`src/rtl/seq_det_sched_pkg.sv`:
```
// Shared types and defaults for the shared "01011" detector scheduler.
package seq_det_pkg;

  localparam int unsigned NCH_DEF = 4;
  localparam int unsigned W_DEF   = 16;

  // One-hot scheduler states
  typedef enum logic [3:0] {
    ST_IDLE   = 4'b0001,
    ST_GRANT  = 4'b0010,
    ST_SHIFT  = 4'b0100,
    ST_REPORT = 4'b1000
  } state_e;

endpackage

```
`src/rtl/seq_det_sched_rr_arbiter.sv`:
```
// Round-robin arbiter: picks the first set request at or after ptr_i,
// wrapping modulo NCH. Purely combinational.
module rr_arbiter
  import seq_det_pkg::*;
#(
  parameter int unsigned NCH = NCH_DEF,
  parameter int unsigned IDW = $clog2(NCH)
) (
  input  logic [NCH-1:0] req_i,
  input  logic [IDW-1:0] ptr_i,
  output logic [NCH-1:0] gnt_o,
  output logic [IDW-1:0] idx_o,
  output logic           valid_o
);

  int unsigned pos;

  // Scan requesters starting at the pointer; first hit wins
  always_comb begin
    gnt_o   = '0;
    idx_o   = '0;
    valid_o = 1'b0;
    pos     = 0;
    for (int unsigned i = 0; i < NCH; i++) begin
      pos = 32'(ptr_i) + i;
      if (pos >= NCH) pos = pos - NCH;
      if (!valid_o && req_i[IDW'(pos)]) begin
        valid_o            = 1'b1;
        gnt_o[IDW'(pos)]   = 1'b1;
        idx_o              = IDW'(pos);
      end
    end
  end

endmodule

```
`src/rtl/seq_det_sched.sv`:
```
// Scheduler sharing one serial "01011" Mealy detector between NCH requesters.
// Arbitrates round-robin, clears the detector for one cycle, shifts the
// granted frame MSB-first into the detector and reports the hit count.
module seq_det_sched
  import seq_det_pkg::*;
#(
  parameter int unsigned NCH = NCH_DEF,
  parameter int unsigned W   = W_DEF,
  parameter int unsigned IDW = $clog2(NCH),
  parameter int unsigned CW  = $clog2(W + 1)
) (
  input  logic             clk,
  input  logic             reset,
  input  logic [NCH-1:0]   req,
  input  logic [NCH*W-1:0] data,
  output logic [NCH-1:0]   gnt,
  output logic             det_rst_n,
  output logic             det_x,
  input  logic             det_z,
  output logic             busy,
  output logic             done,
  output logic [IDW-1:0]   done_id,
  output logic [CW-1:0]    hit_cnt
);

  state_e           state_q;
  logic [NCH-1:0]   gnt_q;
  logic             busy_q;
  logic             done_q;
  logic [IDW-1:0]   done_id_q;
  logic [CW-1:0]    hit_cnt_q;
  logic [IDW-1:0]   rr_ptr_q;
  logic [IDW-1:0]   rr_ptr_d;
  logic [IDW-1:0]   id_q;
  logic [W-1:0]     shreg_q;
  logic [CW-1:0]    cnt_q;
  logic [CW-1:0]    cnt_d;
  logic [CW-1:0]    bitcnt_q;
  logic [CW-1:0]    bitcnt_d;

  logic [NCH-1:0]   arb_gnt;
  logic [IDW-1:0]   arb_idx;
  logic             arb_valid;
  logic [W-1:0]     frame [NCH];

  rr_arbiter #(
    .NCH (NCH),
    .IDW (IDW)
  ) u_arb (
    .req_i   (req),
    .ptr_i   (rr_ptr_q),
    .gnt_o   (arb_gnt),
    .idx_o   (arb_idx),
    .valid_o (arb_valid)
  );

  // Unpack the flat frame bus into per-requester words
  always_comb begin
    for (int unsigned i = 0; i < NCH; i++) begin
      frame[i] = data[i*W +: W];
    end
  end

  // Next pointer, saturating hit count and bit count
  always_comb begin
    rr_ptr_d = (arb_idx == IDW'(NCH - 1)) ? '0 : arb_idx + IDW'(1);
    cnt_d    = (det_z && (cnt_q != '1)) ? cnt_q + CW'(1) : cnt_q;
    bitcnt_d = bitcnt_q + CW'(1);
  end

  // Scheduler FSM with registered grant/busy/done/result outputs
  always_ff @(posedge clk or posedge reset) begin
    if (reset) begin
      state_q   <= ST_IDLE;
      gnt_q     <= '0;
      busy_q    <= 1'b0;
      done_q    <= 1'b0;
      done_id_q <= '0;
      hit_cnt_q <= '0;
      rr_ptr_q  <= '0;
      id_q      <= '0;
      shreg_q   <= '0;
      cnt_q     <= '0;
      bitcnt_q  <= '0;
    end else begin
      gnt_q  <= '0;
      done_q <= 1'b0;
      unique case (state_q)
        ST_IDLE, ST_REPORT: begin
          if (arb_valid) begin
            state_q  <= ST_GRANT;
            gnt_q    <= arb_gnt;
            id_q     <= arb_idx;
            rr_ptr_q <= rr_ptr_d;
            busy_q   <= 1'b1;
          end else begin
            state_q  <= ST_IDLE;
            busy_q   <= 1'b0;
          end
        end
        ST_GRANT: begin
          shreg_q  <= frame[id_q];
          cnt_q    <= '0;
          bitcnt_q <= '0;
          state_q  <= ST_SHIFT;
        end
        ST_SHIFT: begin
          shreg_q  <= shreg_q << 1;
          cnt_q    <= cnt_d;
          bitcnt_q <= bitcnt_d;
          if (bitcnt_q == CW'(W - 1)) begin
            // The last bit's det_z is folded in via cnt_d
            state_q   <= ST_REPORT;
            done_q    <= 1'b1;
            done_id_q <= id_q;
            hit_cnt_q <= cnt_d;
          end
        end
        default: begin
          state_q <= ST_IDLE;
          busy_q  <= 1'b0;
        end
      endcase
    end
  end

  // Detector is cleared during reset and throughout the GRANT cycle
  assign det_rst_n = ~reset & (state_q != ST_GRANT);
  assign det_x     = (state_q == ST_SHIFT) & shreg_q[W-1];
  assign gnt       = gnt_q;
  assign busy      = busy_q;
  assign done      = done_q;
  assign done_id   = done_id_q;
  assign hit_cnt   = hit_cnt_q;

endmodule

```
`config.mk`:
```
export PLATFORM = sky130hd
export DESIGN_NAME = seq_det_sched
export DESIGN_NICKNAME = d
export VERILOG_FILES = /design/src/rtl/seq_det_sched_pkg.sv /design/src/rtl/seq_det_sched_rr_arbiter.sv /design/src/rtl/seq_det_sched.sv
export SDC_FILE = /design/constraint.sdc
export NUM_CORES = 1
export LEC_CHECK = 0
export CAP_MARGIN = 20
export CELL_PAD_IN_SITES_DETAIL_PLACEMENT = 0
export CELL_PAD_IN_SITES_GLOBAL_PLACEMENT = 1
export CORE_MARGIN = 1
export CORE_UTILIZATION = 36
export CTS_CLUSTER_DIAMETER = 150
export DETAILED_ROUTE_END_ITERATION = 7
export MAX_ROUTING_LAYER = met4
export PLACE_DENSITY_LB_ADDON = 0.1
export SLEW_MARGIN = 10
export SYNTH_ARGS = -nofsm -noshare
export SYNTH_HDL_FRONTEND = slang
export SYNTH_SLANG_ARGS = --single-unit
export TNS_END_PERCENT = 5
```
`constraint.sdc`:
```
create_clock -name clk -period 2.8 [get_ports clk]
set_input_delay 0.56 -clock clk [delete_from_list [all_inputs] [get_ports clk]]
set_output_delay 0.56 -clock clk [all_outputs]
set_load 0.05 [all_outputs]
```
==> results of run 1 <==
[stage by stage]
step / setup slack [ns] / instances / power, mW / util (%)
CTS: 0.415 / 442 / 3.39 / 51.1
floorplan: 0.379 / 254 / 2.44 / -
detailed placement: 0.218 / 434 / 2.87 / 49.6
global route: 0.315 / 442 / 3.62 / 51.1
global placement: 0.271 / 434 / 2.86 / 49.6
finish: 0.450 / 442 / 3.35 / 51.1
[per-layer routing]
layer | vias to the layer above | global-route usage [%] | share of wire [%]
met5 | - | - | 0
met4 | 0 | 5.16 | 1.5
met1 | 1090 | 20.4 | 46
met2 | 56 | 26.0 | 50
met3 | 6 | 2.51 | 3.2
li1 | 1125 | - | -
[final cells by class]
| class | count | share of cell area (%) |
|---|---|---|
| Sequential cell | 47 | 30.0 |
| Multi-Input combinational cell | 183 | 39.6 |
| Tap cell | 102 | 3.25 |
| Inverter | 6 | 0.573 |
| Clock buffer | 6 | 2.10 |
| Clock inverter | 2 | 0.892 |
| Timing Repair Buffer | 96 | 23.6 |
[state kept, by name, indices dropped and copies added (netlist names), named ones only]
signal    flops
state_q       4
id_q          2
busy          1
done          1
shreg_q      16
rr_ptr_q      1
hit_cnt       5
cnt_q         5
gnt           4
bitcnt_q      5
done_id       2
[tightest hold or removal path, cell delays in order, from the launching register on]
cell	delay [ns]
sky130_fd_sc_hd__dfrtp_1	0.36
sky130_fd_sc_hd__nand2_1	0.05
sky130_fd_sc_hd__nand2_1	0.05
[Yosys cell counts (all sizes together) (3+ instances only)]
| cell type | instances | area [um^2] |
|---|---|---|
| a22oi | 23 | 173 |
| dfrtp | 46 | 1150 |
| buf | 9 | 78.8 |
| a22o | 3 | 27.5 |
| nor2b | 3 | 26.3 |
| and2 | 3 | 18.8 |
| a21oi | 12 | 60.1 |
| nor2 | 11 | 41.3 |
| mux2i | 3 | 30.0 |
| inv | 5 | 18.8 |
| xnor2 | 3 | 26.3 |
| o21ai | 11 | 55.1 |
| nand2 | 42 | 158 |
| mux4 | 20 | 458 |
| nand4 | 3 | 18.8 |
| ha | 11 | 138 |
| or2 | 5 | 31.3 |
| clkbuf | 9 | 33.8 |
[how the worst max path moves through the flow]
| stage | start | to |
|---|---|---|
| 6_report | register | rr_ptr_q[1] |
| 5_1_grt | register | gnt[3] |
| 4_1_cts | register | rr_ptr_q[1] |
| 3_5_place_dp | req[2] | rr_ptr_q[1] |
| 3_3_place_gp | req[2] | rr_ptr_q[1] |
| 2_1_floorplan | register | rr_ptr_q[1] |
[kinds of logic after synthesis]
kind of cell,count (synthesis)
multiplexers,25
adder cells (fa/ha/maj),11
AO/OA/AOI/OAI,61
buffers and inverters,24
AND/OR/NAND/NOR,81
flip-flops,47
XOR/XNOR,5
[power groups by stage]
stage | clock network [mW] | registers [mW] | logic (mW)
2_1_floorplan | 0 | 1.13 | 1.30
3_3_place_gp | 0 | 1.13 | 1.73
3_5_place_dp | 0 | 1.13 | 1.74
4_1_cts | 0.526 | 1.12 | 1.74
5_1_grt | 0.561 | 1.15 | 1.91
6_report | 0.510 | 1.12 | 1.72
==> impl_metrics.xml, run 1 <==
<?xml version="1.0" encoding="UTF-8"?>
<metrics>
  <group name="sta">
    <metric name="post-route-min-period" unit="ns">2.35</metric>
    <metric name="fin_worst_hold_slack" unit="ns">0.493</metric>
    <metric name="normalized_max_slew_margin" unit="%">50.8</metric>
    <metric name="unrepaired_setup_endpoints_after_global_routing" unit="">false</metric>
    <metric name="max_freq" unit="MHz">426</metric>
    <metric name="tns" unit="ns">0</metric>
    <metric name="final-max-slew-violation-count" unit="">0</metric>
    <metric name="max_slew.worst_pin.slew" unit="ns">0.737</metric>
    <metric name="final.period_utilization" unit="%">83.9</metric>
    <metric name="worst_clock_skew" unit="ns">0.00298</metric>
    <metric name="timing_hold_violations_final" unit="">0</metric>
    <metric name="report.final.setup_viol" unit="">0</metric>
  </group>
  <group name="grt">
    <metric name="first_pass_grt_wire_length" unit="um">10300</metric>
    <metric name="grt.total_usage" unit="%">16.0</metric>
    <metric name="grt_start_max_net_pins" unit="">48</metric>
    <metric name="antenna_found_initial" unit="">0</metric>
    <metric name="globalRouteOverflowTotal" unit="">0</metric>
    <metric name="grt_pass1_vias" unit="">2169</metric>
  </group>
  <group name="worst_setup_path">
    <metric name="path_max_fanout" unit="">8</metric>
    <metric name="critical_path.top_delay_family" unit="">multiplexers</metric>
    <metric name="critical_path.cell_chain" unit="">inv_1, ha_1, mux4_2, nor2b_4, o21ai_1, a211o_1, o211ai_2</metric>
    <metric name="worst-path-buf-inv" unit="">1</metric>
    <metric name="r2r-end" unit="">rr_ptr_q[1]</metric>
    <metric name="worstSetupPathType" unit="">register to register</metric>
    <metric name="crit_arrival" unit="ns">2.57</metric>
    <metric name="worst-r2r-setup-slack" unit="ns">0.45</metric>
    <metric name="reg2reg_depth" unit="">7</metric>
    <metric name="max_stage_delay" unit="ns">0.66</metric>
    <metric name="cp_num_cells" unit="">7</metric>
    <metric name="crit_path_top_delay_cell" unit="">sky130_fd_sc_hd__mux4_2</metric>
    <metric name="crit_path_start_kind" unit="">register</metric>
    <metric name="required" unit="ns">3.02</metric>
    <metric name="worstSetupEndpointType" unit="">register</metric>
  </group>
  <group name="final_layout">
    <metric name="mostFrequentLayoutCell" unit="">sky130_fd_sc_hd__clkdlybuf4s50_1</metric>
    <metric name="seqCellArea" unit="um^2">1180</metric>
    <metric name="num_antenna_cells" unit="">0</metric>
    <metric name="final.fill_count" unit="">738</metric>
    <metric name="area_delta_synth_final" unit="%">37.4</metric>
    <metric name="final_cell_area" unit="um^2">3930</metric>
    <metric name="final_cell_mix" unit="">sky130_fd_sc_hd__clkdlybuf4s50_1, sky130_fd_sc_hd__dfrtp_1, sky130_fd_sc_hd__nand2_1</metric>
    <metric name="post_route_cells_drive_above_1_share" unit="%">15.9</metric>
    <metric name="multiInputGateArea" unit="um^2">1560</metric>
    <metric name="finish.net_count" unit="">421</metric>
  </group>
  <group name="logic_synthesis">
    <metric name="post_synthesis_adder_cell_area_fraction" unit="%">4.81</metric>
    <metric name="syn-cell-area" unit="um^2">2860</metric>
    <metric name="async_flop_share" unit="%">100</metric>
    <metric name="dominant_combinational_cell_family_by_area_after_synthesis" unit="">multiplexers</metric>
    <metric name="synth_enable_flop_cells" unit="">0</metric>
    <metric name="syn-num-nets" unit="">336</metric>
    <metric name="synth-seq-area-share" unit="%">41.2</metric>
    <metric name="ys_seq_elements" unit="">47</metric>
    <metric name="synth_flop_cell" unit="">sky130_fd_sc_hd__dfrtp_1</metric>
    <metric name="multiplexer_area_fraction_after_synthesis" unit="%">17.9</metric>
    <metric name="yosysWarnings" unit="">0</metric>
    <metric name="post_synth_inst_count" unit="">254</metric>
    <metric name="post_synth_num_cell_types" unit="">50</metric>
    <metric name="share_of_the_synthesized_area_in_compound_gates_ao_oa_aoi_oai" unit="%">15.0</metric>
    <metric name="synthesis.area_per_instance" unit="um^2">11.3</metric>
    <metric name="synthSimpleGateAreaFrac" unit="%">14.9</metric>
    <metric name="synth_xor_area_share" unit="%">1.53</metric>
  </group>
  <group name="floorplan">
    <metric name="initial_utilization" unit="%">37.2</metric>
    <metric name="design.die.area" unit="um^2">8300</metric>
    <metric name="num_rows" unit="">32</metric>
    <metric name="ios" unit="">86</metric>
    <metric name="design.core.area" unit="um^2">7690</metric>
    <metric name="die_width" unit="um">91.1</metric>
    <metric name="fp.dieH" unit="um">91.1</metric>
  </group>
  <group name="power_and_ir_drop">
    <metric name="power_density" unit="nW/um^2">852</metric>
    <metric name="p_leak" unit="nW">1.65</metric>
    <metric name="power.combinational.fraction" unit="%">51.4</metric>
    <metric name="vdd_drop_max" unit="mV">0.478</metric>
    <metric name="p_clk_share" unit="%">15.2</metric>
    <metric name="power.sequential.fraction" unit="%">33.3</metric>
    <metric name="switching_power" unit="mW">1.30</metric>
    <metric name="internal_power" unit="mW">2.05</metric>
    <metric name="power.share.switching" unit="%">38.8</metric>
  </group>
  <group name="cts">
    <metric name="skew_pair_late_insertion_delay" unit="ns">0.30</metric>
    <metric name="cts_setup_buffers" unit="">0</metric>
    <metric name="clk_transition_reported_paths" unit="ns">0.08</metric>
    <metric name="cts_sinks" unit="">47</metric>
    <metric name="cts.repair.resized" unit="">0</metric>
    <metric name="tritoncts_clock_tree" unit="">yes</metric>
    <metric name="cts_hold_repair.buffers" unit="">0</metric>
    <metric name="h-tree-depth" unit="">2</metric>
    <metric name="cts_inserted_buffers" unit="">5</metric>
    <metric name="clock_tree.buffer_depth" unit="">2</metric>
    <metric name="clock-root-buffer" unit="">sky130_fd_sc_hd__clkbuf_8</metric>
  </group>
  <group name="routing">
    <metric name="detail_route.wirelength" unit="um">6120</metric>
    <metric name="drt.antenna.violating_nets" unit="">0</metric>
    <metric name="initialDrtViolationCount" unit="">75</metric>
    <metric name="vias" unit="">2277</metric>
    <metric name="via_per_instance_ratio" unit="">5.15</metric>
    <metric name="drtPass1Iterations" unit="">4</metric>
    <metric name="routed_wire_length_per_instance" unit="um">13.8</metric>
    <metric name="drc_errors" unit="">0</metric>
  </group>
  <group name="place">
    <metric name="detailedPlacementHpwl" unit="um">4610</metric>
    <metric name="post_dp_area" unit="um^2">3810</metric>
    <metric name="gp_congestion" unit="">0.697</metric>
    <metric name="port_buffers" unit="">85</metric>
  </group>
  <group name="min_path">
    <metric name="min_path_cells" unit="">2</metric>
    <metric name="hp-class" unit="">register to register</metric>
    <metric name="timing.hold.worst_endpoint" unit="">busy</metric>
    <metric name="worst_hold_startpoint" unit="">busy</metric>
  </group>
  <group name="run_status">
    <metric name="status" unit="">finished clean</metric>
  </group>
  <group name="run">
    <metric name="cap_viol_max_count" unit="">0</metric>
  </group>
</metrics>
Note: power is estimated with default switching activity, not from simulation.
==> inputs of run 2 (changes only) <==
==> constraint.sdc (replaced) <==
create_clock -name clk -period 2.27 [get_ports clk]
set_input_delay 0.454 -clock clk [delete_from_list [all_inputs] [get_ports clk]]
set_output_delay 0.454 -clock clk [all_outputs]
set_load 0.05 [all_outputs]
==> run 2 against run 1 <==
Net effect:
- first-iteration DRC count increased by 28%
- cell count increased by 2.5%
- utilization increased by 1.5 points
- sequential power increased by 20%
- clock skew decreased by 0.00051 ns
- clock-buffer cell count increased by 2
- register-to-register slack got worse by 0.28 ns
- worst setup slack got worse by 0.32 ns
- clock power increased by 6.5%
- global-route usage increased by 1.1 points
- critical endpoint is now det_x
==> impl_metrics.xml, run 2 (synthesis gave the netlist of run 1 again) <==
<?xml version="1.0" encoding="UTF-8"?>
<metrics>
  <group name="run_status">
    <metric name="status" unit="">finished clean</metric>
  </group>
  <group name="final_layout">
    <metric name="area_delta_synth_final" unit="%">41.5</metric>
    <metric name="seqCellArea" unit="um^2">1180</metric>
    <metric name="finish.net_count" unit="">432</metric>
    <metric name="final_cell_mix" unit="">sky130_fd_sc_hd__clkdlybuf4s50_1, sky130_fd_sc_hd__dfrtp_1, sky130_fd_sc_hd__nand2_1</metric>
    <metric name="multiInputGateArea" unit="um^2">1570</metric>
    <metric name="final.fill_count" unit="">727</metric>
    <metric name="largest_register_by_flop_count" unit="">shreg_q</metric>
    <metric name="layoutNonFillerInstCount" unit="">453</metric>
    <metric name="largest_reg_flops" unit="">16</metric>
    <metric name="mostFrequentLayoutCell" unit="">sky130_fd_sc_hd__clkdlybuf4s50_1</metric>
    <metric name="layout.core_utilization" unit="%">52.6</metric>
    <metric name="post_route_cells_drive_above_1_share" unit="%">19.1</metric>
    <metric name="num_antenna_cells" unit="">0</metric>
  </group>
  <group name="cts">
    <metric name="clk_transition_reported_paths" unit="ns">0.08</metric>
    <metric name="clock_tree.buffer_depth" unit="">2</metric>
    <metric name="cts_inserted_buffers" unit="">5</metric>
    <metric name="cts_sinks" unit="">47</metric>
    <metric name="cts_hold_repair.buffers" unit="">0</metric>
    <metric name="clock-root-buffer" unit="">sky130_fd_sc_hd__clkbuf_8</metric>
    <metric name="tritoncts_clock_tree" unit="">yes</metric>
    <metric name="skew_pair_late_insertion_delay" unit="ns">0.29</metric>
    <metric name="h-tree-depth" unit="">2</metric>
  </group>
  <group name="routing">
    <metric name="drt.antenna.violating_nets" unit="">0</metric>
    <metric name="vias" unit="">2306</metric>
    <metric name="detail_route.wirelength" unit="um">6330</metric>
    <metric name="routed_wire_length_per_instance" unit="um">14.0</metric>
    <metric name="via_per_instance_ratio" unit="">5.09</metric>
    <metric name="initialDrtViolationCount" unit="">96</metric>
    <metric name="drc_errors" unit="">0</metric>
    <metric name="drtPass1Iterations" unit="">4</metric>
  </group>
  <group name="grt">
    <metric name="grt.total_usage" unit="%">17.0</metric>
    <metric name="grt_pass1_vias" unit="">2345</metric>
    <metric name="antenna_found_initial" unit="">0</metric>
    <metric name="grt_start_max_net_pins" unit="">23</metric>
    <metric name="globalRouteOverflowTotal" unit="">0</metric>
    <metric name="first_pass_grt_wire_length" unit="um">11000</metric>
  </group>
  <group name="sta">
    <metric name="max_slew.worst_pin.slew" unit="ns">0.728</metric>
    <metric name="normalized_max_slew_margin" unit="%">51.5</metric>
    <metric name="report.final.setup_viol" unit="">0</metric>
    <metric name="timing_hold_violations_final" unit="">0</metric>
    <metric name="final-max-slew-violation-count" unit="">0</metric>
    <metric name="unrepaired_setup_endpoints_after_global_routing" unit="">false</metric>
    <metric name="post-route-min-period" unit="ns">2.14</metric>
    <metric name="max_freq" unit="MHz">467</metric>
    <metric name="final.period_utilization" unit="%">94.3</metric>
    <metric name="postLayoutSetupSlackWorst" unit="ns">0.128</metric>
    <metric name="worst_clock_skew" unit="ns">0.00247</metric>
  </group>
  <group name="worst_setup_path">
    <metric name="crit_path_start_kind" unit="">register</metric>
    <metric name="worstSetupEndpointType" unit="">primary output</metric>
    <metric name="required" unit="ns">1.82</metric>
    <metric name="worstSetupPathType" unit="">register to primary output</metric>
    <metric name="path_max_fanout" unit="">22</metric>
    <metric name="crit_arrival" unit="ns">1.69</metric>
  </group>
  <group name="min_path">
    <metric name="hp-class" unit="">register to register</metric>
  </group>
  <group name="floorplan">
    <metric name="ios" unit="">86</metric>
    <metric name="design.core.area" unit="um^2">7690</metric>
    <metric name="num_rows" unit="">32</metric>
    <metric name="die_width" unit="um">91.1</metric>
    <metric name="fp.dieH" unit="um">91.1</metric>
    <metric name="design.die.area" unit="um^2">8300</metric>
    <metric name="initial_utilization" unit="%">37.2</metric>
  </group>
  <group name="place">
    <metric name="dp.cells" unit="">444</metric>
    <metric name="detailedPlacementHpwl" unit="um">4970</metric>
    <metric name="port_buffers" unit="">85</metric>
    <metric name="pre_cts_ws" unit="ns">-0.0274</metric>
    <metric name="gp_congestion" unit="">0.754</metric>
  </group>
  <group name="run">
    <metric name="cap_viol_max_count" unit="">0</metric>
  </group>
  <group name="power_and_ir_drop">
    <metric name="total_power" unit="mW">4.18</metric>
    <metric name="vdd_drop_max" unit="mV">0.575</metric>
    <metric name="p_leak" unit="nW">1.71</metric>
    <metric name="power_density" unit="nW/um^2">1030</metric>
  </group>
</metrics>
## run 2: final timing paths
kind / start / end / depth (start not counted) / slack (ns)
setup / recovery: state_q[1] / det_x / 4 / 0.13
hold / removal: busy / busy / 2 / 0.48
setup reg to reg: rr_ptr_q[1] / rr_ptr_q[1] / 7 / 0.17
hold reg to reg: busy / busy / 2 / 0.48
max in group asynchronous: reset / async pin / 3 / 1.21
min in group asynchronous: reset / shreg_q[6] / 2 / 0.52
## run 2: layout make-up
type	instances	share of cell area (%)
Multi-Input combinational cell	183	38.8
Timing Repair Buffer	107	25.9
Clock buffer	8	2.47
Sequential cell	47	29.1
Tap cell	102	3.15
Inverter	6	0.557
## run 2: stage by stage
| stage | setup TNS [ns] | hold WS [ns] | area, um^2 |
|---|---|---|---|
| after global routing | 0 | 0.525 | 4050 |
| after detailed placement | -0.0357 | 0.467 | 3940 |
| after global placement | 0 | 0.460 | 3940 |
| after CTS | 0 | 0.488 | 4040 |
| final | 0 | 0.483 | 4050 |
| after floorplan | -0.0325 | 0.449 | 2870 |
## run 2: timing repair
action / 4_1_cts / 5_1_grt
buffers inserted: 0 / 1
gates resized for setup: 0 / 1
setup endpoints to repair: 0 / 4
## run 2: metal layers
layer	wire [um]	up-vias	GRT usage, %
met5	0	-	-
met4	80	0	4.76
met1	2900	1112	21.3
met3	154	5	2.76
li1	-	1141	-
met2	3190	48	28.7
## run 2: worst max-delay path: stages, from the launching register on
cell and delay, ns:
sky130_fd_sc_hd__dfrtp_1 0.43, sky130_fd_sc_hd__nor4b_4 0.43, sky130_fd_sc_hd__buf_12 0.21, sky130_fd_sc_hd__and2_1 0.18
sky130_fd_sc_hd__buf_12 0.14
## run 2: where the power goes
group / internal (mW) / leakage (nW) / switching, mW
Sequential: 1.11 / 0.589 / 0.225
Clock: 0.278 / 0.0515 / 0.265
Combinational: 1.16 / 1.07 / 1.13
